==> src/rtl/irrigation_sequencer.sv <==
// irrigation_sequencer: timed sprinkler/drip scheduler with synchronised, debounced tank
// levels, inlet hysteresis and latched faults. Optional manual start: define IRRIG_MANUAL_EN.
module irrigation_sequencer #(
  parameter int TICK_DIV       = 50000,
  parameter int DEB_CYCLES     = 4,
  parameter int SPRINKLE_TICKS = 20,
  parameter int DRIP_TICKS     = 40,
  parameter int SOAK_TICKS     = 10
) (
  input  logic       clk,
  input  logic       rst_n,
  input  logic       high,
  input  logic       middle,
  input  logic       low,
  input  logic       umidadeDoSolo,
  input  logic       umidadeDoAr,
  input  logic       temperatura,
  input  logic       enable,
`ifdef IRRIG_MANUAL_EN
  input  logic       manual_start,
`endif
  output logic       valve_sprinkler,
  output logic       valve_drip,
  output logic       valve_inlet,
  output logic       alarm,
  output logic       fault,
  output logic [2:0] state_code,
  output logic [7:0] cycle_count
);

  localparam int PW = $clog2(TICK_DIV);
  localparam int DW = $clog2(DEB_CYCLES + 1);
  localparam logic [PW-1:0] PRE_LAST   = PW'(TICK_DIV - 1);
  localparam logic [DW-1:0] DEB_LAST   = DW'(DEB_CYCLES - 1);
  localparam logic [7:0]    SPRINKLE_T = 8'(SPRINKLE_TICKS);
  localparam logic [7:0]    DRIP_T     = 8'(DRIP_TICKS);
  localparam logic [7:0]    SOAK_T     = 8'(SOAK_TICKS);
  // FAULT reuses the phase timer: the second consistent tick is one full tick after the first.
  localparam logic [7:0]    FAULT_T    = 8'd2;

  typedef enum logic [2:0] {
    ST_IDLE     = 3'd0,
    ST_SPRINKLE = 3'd1,
    ST_DRIP     = 3'd2,
    ST_SOAK     = 3'd3,
    ST_FAULT    = 3'd4
  } state_e;

  // Sensor bit order: 0 low, 1 middle, 2 high, 3 soil dry, 4 temperature high, 5 air dry.
  logic [5:0]         sens_raw, sync1_q, sync2_q;
  logic [PW-1:0]      pre_q, pre_d;
  logic               tick;
  logic [2:0]         lvl_q, lvl_d;
  logic [2:0][DW-1:0] deb_cnt_q, deb_cnt_d;

  assign sens_raw = {umidadeDoAr, temperatura, umidadeDoSolo, high, middle, low};

  always_comb begin
    // NOTE: every signal assigned here gets a default first, so no path leaves it unassigned
    // and no latch is inferred.
    tick      = (pre_q == PRE_LAST);
    pre_d     = tick ? '0 : pre_q + PW'(1);
    lvl_d     = lvl_q;
    deb_cnt_d = '0;
    for (int i = 0; i < 3; i++) begin
      if (sync2_q[i] != lvl_q[i]) begin
        if (deb_cnt_q[i] == DEB_LAST) lvl_d[i] = sync2_q[i];
        else                          deb_cnt_d[i] = deb_cnt_q[i] + DW'(1);
      end
    end
  end

  always_ff @(posedge clk or negedge rst_n) begin
    // NOTE: non-blocking assignments, so every flop samples pre-edge values regardless of order.
    if (!rst_n) begin
      sync1_q   <= '0;
      sync2_q   <= '0;
      pre_q     <= '0;
      lvl_q     <= '0;
      deb_cnt_q <= '0;
    end else begin
      sync1_q   <= sens_raw;
      sync2_q   <= sync1_q;
      pre_q     <= pre_d;
      lvl_q     <= lvl_d;
      deb_cnt_q <= deb_cnt_d;
    end
  end

  logic lvl_l, lvl_m, lvl_h, soil_dry, temp_hi, incons;
  logic unused_air;

  assign lvl_l      = lvl_q[0];
  assign lvl_m      = lvl_q[1];
  assign lvl_h      = lvl_q[2];
  assign soil_dry   = sync2_q[3];
  assign temp_hi    = sync2_q[4];
  // Air humidity is sampled for the downstream encoder but does not steer scheduling.
  assign unused_air = sync2_q[5];
  assign incons     = (lvl_h && !lvl_m) || (lvl_m && !lvl_l);

  state_e     state_q, state_d;
  logic [7:0] timer_q, timer_d;
  logic [7:0] count_q, count_d;
  logic       sprinkler_q, sprinkler_d;
  logic       drip_q, drip_d;
  logic       inlet_q, inlet_d;
  logic       alarm_q, alarm_d;
  logic       fault_q, fault_d;
  logic       start_auto, start_man, soil_exempt;

  assign start_auto = enable && soil_dry && lvl_l && !incons;

`ifdef IRRIG_MANUAL_EN
  logic man_s1_q, man_s2_q, man_prev_q, manual_q, manual_d;

  assign start_man   = enable && man_s2_q && !man_prev_q && lvl_l && !incons;
  assign soil_exempt = manual_q;

  // The soil-wet exemption lives only as long as the manually started phase.
  always_comb begin
    manual_d = manual_q;
    if (state_q == ST_IDLE) manual_d = start_man;
    if (state_d != ST_SPRINKLE && state_d != ST_DRIP) manual_d = 1'b0;
  end

  always_ff @(posedge clk or negedge rst_n) begin
    if (!rst_n) begin
      man_s1_q   <= 1'b0;
      man_s2_q   <= 1'b0;
      man_prev_q <= 1'b0;
      manual_q   <= 1'b0;
    end else begin
      man_s1_q   <= manual_start;
      man_s2_q   <= man_s1_q;
      man_prev_q <= man_s2_q;
      manual_q   <= manual_d;
    end
  end
`else
  assign start_man   = 1'b0;
  assign soil_exempt = 1'b0;
`endif

  always_comb begin
    state_d = state_q;
    timer_d = timer_q;
    count_d = count_q;
    case (state_q)
      ST_IDLE: begin
        if (start_auto || start_man) begin
          if (temp_hi || !lvl_m) begin
            state_d = ST_DRIP;
            timer_d = DRIP_T;
          end else begin
            state_d = ST_SPRINKLE;
            timer_d = SPRINKLE_T;
          end
        end
      end
      ST_SPRINKLE, ST_DRIP: begin
        if (!lvl_l || !enable) begin
          state_d = ST_IDLE;
        end else if ((tick && timer_q == 8'd1) || (!soil_dry && !soil_exempt)) begin
          state_d = ST_SOAK;
          timer_d = SOAK_T;
          if (count_q != 8'hFF) count_d = count_q + 8'd1;
        end else if (tick) begin
          timer_d = timer_q - 8'd1;
        end
      end
      ST_SOAK, ST_FAULT: begin
        if (tick) begin
          if (timer_q == 8'd1) state_d = ST_IDLE;
          else                 timer_d = timer_q - 8'd1;
        end
      end
      default: state_d = ST_IDLE;
    endcase

    // Inconsistent levels override everything, including a cycle completing on this edge.
    if (incons) begin
      state_d = ST_FAULT;
      timer_d = FAULT_T;
      count_d = count_q;
    end

    sprinkler_d = (state_d == ST_SPRINKLE);
    drip_d      = (state_d == ST_DRIP);
    fault_d     = (state_d == ST_FAULT);
    alarm_d     = !lvl_l || fault_d;
    if (fault_d || lvl_h) inlet_d = 1'b0;
    else if (!lvl_m)      inlet_d = 1'b1;
    else                  inlet_d = inlet_q;
  end

  always_ff @(posedge clk or negedge rst_n) begin
    if (!rst_n) begin
      state_q     <= ST_IDLE;
      timer_q     <= '0;
      count_q     <= '0;
      sprinkler_q <= 1'b0;
      drip_q      <= 1'b0;
      inlet_q     <= 1'b0;
      alarm_q     <= 1'b0;
      fault_q     <= 1'b0;
    end else begin
      state_q     <= state_d;
      timer_q     <= timer_d;
      count_q     <= count_d;
      sprinkler_q <= sprinkler_d;
      drip_q      <= drip_d;
      inlet_q     <= inlet_d;
      alarm_q     <= alarm_d;
      fault_q     <= fault_d;
    end
  end

  assign valve_sprinkler = sprinkler_q;
  assign valve_drip      = drip_q;
  assign valve_inlet     = inlet_q;
  assign alarm           = alarm_q;
  assign fault           = fault_q;
  assign state_code      = state_q;
  assign cycle_count     = count_q;

endmodule

==> config.mk <==
export PLATFORM = sky130hd
export DESIGN_NAME = irrigation_sequencer
export DESIGN_NICKNAME = d
export VERILOG_FILES = /design/src/rtl/irrigation_sequencer.sv
export SDC_FILE = /design/constraint.sdc
export NUM_CORES = 1
export LEC_CHECK = 0
export CAP_MARGIN = 0
export CORE_ASPECT_RATIO = 1.1
export CORE_UTILIZATION = 54
export CTS_BUF_LIST = sky130_fd_sc_hd__clkbuf_8
export DETAILED_ROUTE_END_ITERATION = 8
export PLACE_DENSITY = 0.78
export SYNTH_ARGS = -nofsm -noshare
export SYNTH_HDL_FRONTEND = slang
export SYNTH_SLANG_ARGS = --single-unit
export TNS_END_PERCENT = 100
==> constraint.sdc <==
create_clock -name clk -period 2 [get_ports clk]
set_input_delay 0.4 -clock clk [delete_from_list [all_inputs] [get_ports clk]]
set_output_delay 0.4 -clock clk [all_outputs]
set_load 0.02 [all_outputs]
* Yosys cells after proc, flatten, opt, wreduce, memory -nomap -nowiden *
Index checks and enable logic that the tools add are counted.

word-level totals
  bits in registers = 62
  bits of input ports = 9
  output and inout bits = 16
  word-level logic and storage cells = 99

operators by class
  add/subtract/negate cells = 6
  equal/unequal tests = 22
  mux-type cells = 26
  bitwise operators = 2
  reduce and logical (&&, ||, !) cells = 26

operators with widths
  cell                                                  number
  two-way mux 8 bit                                     7
  two-way mux 3 bit                                     12
  one-hot mux 8 bit (3 select lines)                    1
  equality test 3 x 2 -> 1 bit (second input constant)  6
  adder 16 x 1 -> 16 bit (second input constant)        1
  equality test 16 bit (second input constant)          1
  two-way mux 16 bit                                    1
  inequality test 3 bit (second input constant)         4
  adder 3 x 1 -> 3 bit (second input constant)          3
  one-hot mux 3 bit (3 select lines)                    1
  adder 8 x 1 -> 8 bit (second input constant)          1
  equality test 8 x 1 -> 1 bit (second input constant)  1
  inequality test 8 bit (second input constant)         1
  subtractor 8 x 1 -> 8 bit (second input constant)     1
  equality test 3 x 1 -> 1 bit (second input constant)  2
  equality test 3 bit (second input constant)           2
  logical AND 1 bit                                     6
  logical OR 1 bit                                      6
  two-way mux 6 bit                                     1
  AND reduction 2 bit                                   3
  AND reduction 6 bit                                   1
  zero test 1 bit                                       5
  AND reduction 5 bit                                   1
  inequality test 4 bit (second input constant)         1
  8 further kinds                                       13

* Depth between registers and ports, before layout *
Gate-level depths: netlist (run 1).

  depth in word-level cells = 11
  mapped depth = 9
  gate-level depth less buffers = 8

* Worst setup path after synthesis (run 1) *
OpenSTA, ideal clock, no wires.

  path kind = register to register
  start = register timer_q[1]
  end = register count_q[1] (netlist: cycle_count[1])
  library setup time = 128 ps
  arrival time = 1992 ps
  data required time = 1872 ps
  slack = -119 ps
  stages on the path, launching flop included = 9
  path buffers = 1
  path through = dfrtp_1 -> inv_1 -> ha_1 -> nor3b_1 -> nand2_1 -> o21ai_2 -> o2111a_1 -> buf_2 -> mux2_1

between the ends
  word-level cells in the longest chain between the ends = 4

ends and longest elaborated chain
  element                               RTL line  text
  start, declared                       103       logic [7:0] timer_q, timer_d;
  start signal, assigned                209       timer_q <= timer_d;
  equality test 8 x 1 -> 1 bit          164       end else if ((tick && timer_q == 8'd1) || (!soil_dry && !soil_exempt)) begin
  logical AND 1 bit                     164
  logical OR 1 bit                      164
  AND reduction 5 bit (no source line)  --
  end signal, assigned                  210       count_q <= count_d;
  end, declared                         104       logic [7:0] count_q, count_d;

No other way between the ends.
A chain may end at the register's enable or synchronous reset.

* Worst setup path after layout (run 1) *
  start = register timer_q[1]
  end = register timer_q[0]

between the ends
  word-level cells in the longest chain between the ends = 7
  elaborated cells between the ends (all ways) = 10
  those cells by class = 3 x eq/ne; 4 x mux; 3 x reduce/logical

ends and longest elaborated chain
  element                             RTL line  text
  equality test 8 x 1 -> 1 bit *      164, 174
  logical AND 1 bit                   164
  logical OR 1 bit                    164
  two-way mux 8 bit                   164
  two-way mux 8 bit                   162       if (!lvl_l || !enable) begin
  one-hot mux 8 bit (3 select lines)  149       case (state_q)
  two-way mux 8 bit                   182       if (incons) begin

Every way passes the cells marked *; elsewhere a longest branch is shown, timed or not. The select of a mux whose other input is x is not followed.

==> impl_metrics.yaml, run 1 <==
outcome:
  status: "finished with violations"
  violations: "setup timing"
global_route:
  grt-ovfl-total: 0
  first_global_vias: 2325
  grt_max_degree: 63
  grt_pass1_wl_mm: 10.20
  grt_usage_pct: 23.77
  antenna_found_initial: 0
routing:
  wl_mm: 6.094
  firstDrtPassIters: 4
  wl_per_cell_um: 14.58
  antenna_left: 0
  first_iter_violations: 105
  drc: 0
  vias: 2234
  via_per_inst: 5.344
die:
  num_io_pins: 25
  num_rows: 27
  dieArea_um2: 5735
  core_um2: 5101
  dieWidth_um: 72.30
  initial_core_util_pct: 57.54
  die_y_um: 79.33
sta:
  fin_crit_ps: 2017
  finalClockSkew_ps: 11.09
  setup_viol: 1
  hold_viol: 0
  layout_setup_ws_ps: -17.06
  max_freq_ghz: 0.4958
  max_slew_margin_pct: 44.98
  period_share_pct: 100.9
  rsz0062_at_grt: "true"
  maxSlewViolCount: 0
  worst_pin_slew_ps: 825.3
worst_setup_path:
  cp_data_arrival_time_ps: 2300
  required_ps: 2280
  worst-setup-path-type: "reg -> reg"
  crit_path_max_fanout: 6
  setup.worst_path.start_class: "register"
  cp-end-kind: "register"
clock_tree:
  cts.sinks: 62
  clock-root-buffer: "clkbuf_8"
  numCtsBuffers: 9
  cts_buffer_depth: 2
  hold_buffers: 0
  clkTransAtPathRegs_ps: 80
  insertion_delay_ps: 360
  h-tree-depth: 3
  cts_tree: "yes"
synthesis:
  synthFlopType: "dfrtp_1"
  syn_area_um2: 2935
  synthesis.nets: 288
  async_flop_share_pct: 100.0
  synth-edff-count: 0
  ys_seq_elements: 62
  ys_seq_area_share_pct: 52.86
  synth_cell_types: 54
  syn_avg_cell_area_um2: 10.79
  synth_top_area_share_pct: 52.86
  synthTopCellsByArea: "dfrtp_1 53%, xnor2_1 4.2%, xor2_1 3.9%"
  synthCells: 272
  synth.largest_area_cell: "dfrtp_1"
  yosysWarnings: 0
power:
  power_density_nw_per_um2: 823.7
  pwr-share-comb_pct: 15.0
  p_leak_nw: 1.735
  p_sw_share_pct: 28.71
  switchingPower_uw: 916.3
  pwr-share-clk_pct: 39.9
  seqPwrFrac_pct: 45.1
  p_int_mw: 2.275
  ir_drop_mv: 0.6851
job:
  cap_violations: 0
layout:
  layout.nets: 357
  finish.instance_area_um2: 3875
  diodes: 0
  fin_util_pct: 75.96
  drive_gt1_share_pct: 24.57
  syn_to_final_growth_pct: 32.01
min_path:
  hp-class: "in -> async"
placement:
  gp_congestion: 0.8323
  pre_cts_slack_ps: -217.5
  place_hpwl_mm: 4.173
  port_buffers: 23
  placed_area_um2: 3513
[path summary, 6_finish.rpt]
path / startpoint / endpoint / slack (ps) / depth (start not counted)
max: timer_q[1] / timer_q[0] / -20 / 9
min in group clk: sync1_q[0] / sync2_q[0] / 350 / 0
max reg2reg: timer_q[1] / timer_q[0] / -20 / 9
max in group asynchronous: rst_n / pre_q[13] / 1670 / 2
min reg2reg: sync1_q[0] / sync2_q[0] / 350 / 0
min: rst_n / valve_drip / 10 / 2
[per-layer routing]
metal / share of wire (%) / up-vias / track usage (%) / wire length [um]
met5: 0 / - / 0 / 0
met4: 2.4 / 0 / 15.10 / 149
met3: 3.9 / 13 / 4.822 / 235
met2: 51 / 42 / 38.04 / 3105
met1: 43 / 1084 / 29.22 / 2602
li1: - / 1095 / - / -
[Yosys cell counts (all sizes together) (2+ instances only)]
master,number
buf,6
a21oi,10
or3,3
nand2,22
and2,2
nor4b,2
nor3b,6
o211ai,2
xor2,13
xnor2,14
a21o,4
o21ai,8
mux2,3
nand3,10
nor2b,9
nand4,7
nor4bb,2
dfrtp,62
nor4,2
o22ai,3
nor3,9
nand3b,4
nor2,26
a31oi,3
inv,7
clkbuf,2
and3,5
ha,7
nand2b,3
[stage by stage]
step | setup TNS, ps | hold WS (ps) | cells | power [mW]
6_report | -17.06 | 10.58 | 418 | 3.192
2_1_floorplan | 0 | 104.4 | 272 | 1.757
4_1_cts | 0 | 46.43 | 414 | 3.201
3_3_place_gp | -893.4 | 331.8 | 398 | 1.902
3_5_place_dp | -1765 | 334.7 | 398 | 1.930
5_1_grt | -207.7 | 63.77 | 418 | 3.348
[layout by cell type, fill, tap and decap left out, types with 6 or more instances in the layout]
master	n
a21oi_1	7
buf_4	40
clkbuf_8	9
clkdlybuf4s50_1	22
dfrtp_1	60
ha_1	7
inv_1	6
nand2_1	22
nand3_1	9
nand4_1	7
nor2_1	24
nor2b_1	9
nor3_1	9
o21ai_0	6
xnor2_1	14
xor2_1	13
[worst max-delay path, cell delays in order, from the launching register on]
cell and delay [ps]:
dfrtp_1 380, inv_2 60, ha_1 180, nor3b_4 160, buf_4 150, a22oi_4 200
o22ai_4 110, buf_4 170, or3_1 380, a21oi_2 150
[what timing repair did]
action,4_1_cts,5_1_grt
buffers inserted,0,4
gates resized for setup,6,14
setup endpoints to repair,10,18
cloned,0,0
pin swaps,1,8
[power groups by stage]
| stage | logic [mW] | clock network [mW] | registers (mW) |
|---|---|---|---|
| 2_1_floorplan | 0.316 | 0 | 1.44 |
| 3_3_place_gp | 0.445 | 0 | 1.46 |
| 3_5_place_dp | 0.465 | 0 | 1.47 |
| 4_1_cts | 0.471 | 1.29 | 1.44 |
| 5_1_grt | 0.539 | 1.35 | 1.46 |
| 6_report | 0.478 | 1.27 | 1.44 |
[state kept, by name (all words and copies together) (netlist names)]
signal,flops
lvl_q,3
state_code,3
deb_cnt_q,9
pre_q,16
valve_sprinkler,1
valve_inlet,1
sync1_q,5
fault,1
sync2_q,5
timer_q,8
alarm,1
cycle_count,8
valve_drip,1
[layout make-up]
cell class                 count  area [um2]
sequential                    62        1554
multi-input combinational    195        1410
fill                         343        1226
timing repair buffer          66       568.0
clock buffer                   9       123.9
clock inverter                 7       102.6
tap                           72       90.09
inverter                       7       26.28
[logic make-up (layout without fill, tap and decap cells)]
| logic type | count (synthesis) | after routing | share of synthesized area, % |
|---|---|---|---|
| simple gates | 116 | 116 | 21.74 |
| flops | 62 | 62 | 52.86 |
| compound gates | 41 | 41 | 10.27 |
| xor+xnor | 27 | 27 | 8.056 |
| buf+inv | 15 | 89 | 2.600 |
| fa+ha+maj | 7 | 7 | 2.984 |
| mux | 4 | 4 | 1.492 |
Power figures use the tool's default switching activity.
==> run 2: changes to the inputs <==
--- a/config.mk
+++ b/config.mk
@@ -9,6 +9,7 @@
 export CORE_ASPECT_RATIO = 1.1
 export CORE_UTILIZATION = 54
 export CTS_BUF_LIST = sky130_fd_sc_hd__clkbuf_8
+export CTS_CLUSTER_DIAMETER = 60
 export DETAILED_ROUTE_END_ITERATION = 8
 export PLACE_DENSITY = 0.78
 export SYNTH_ARGS = -nofsm -noshare
==> results of run 2 <==
Final layout, timing and power as in run 1 (identical DEF).
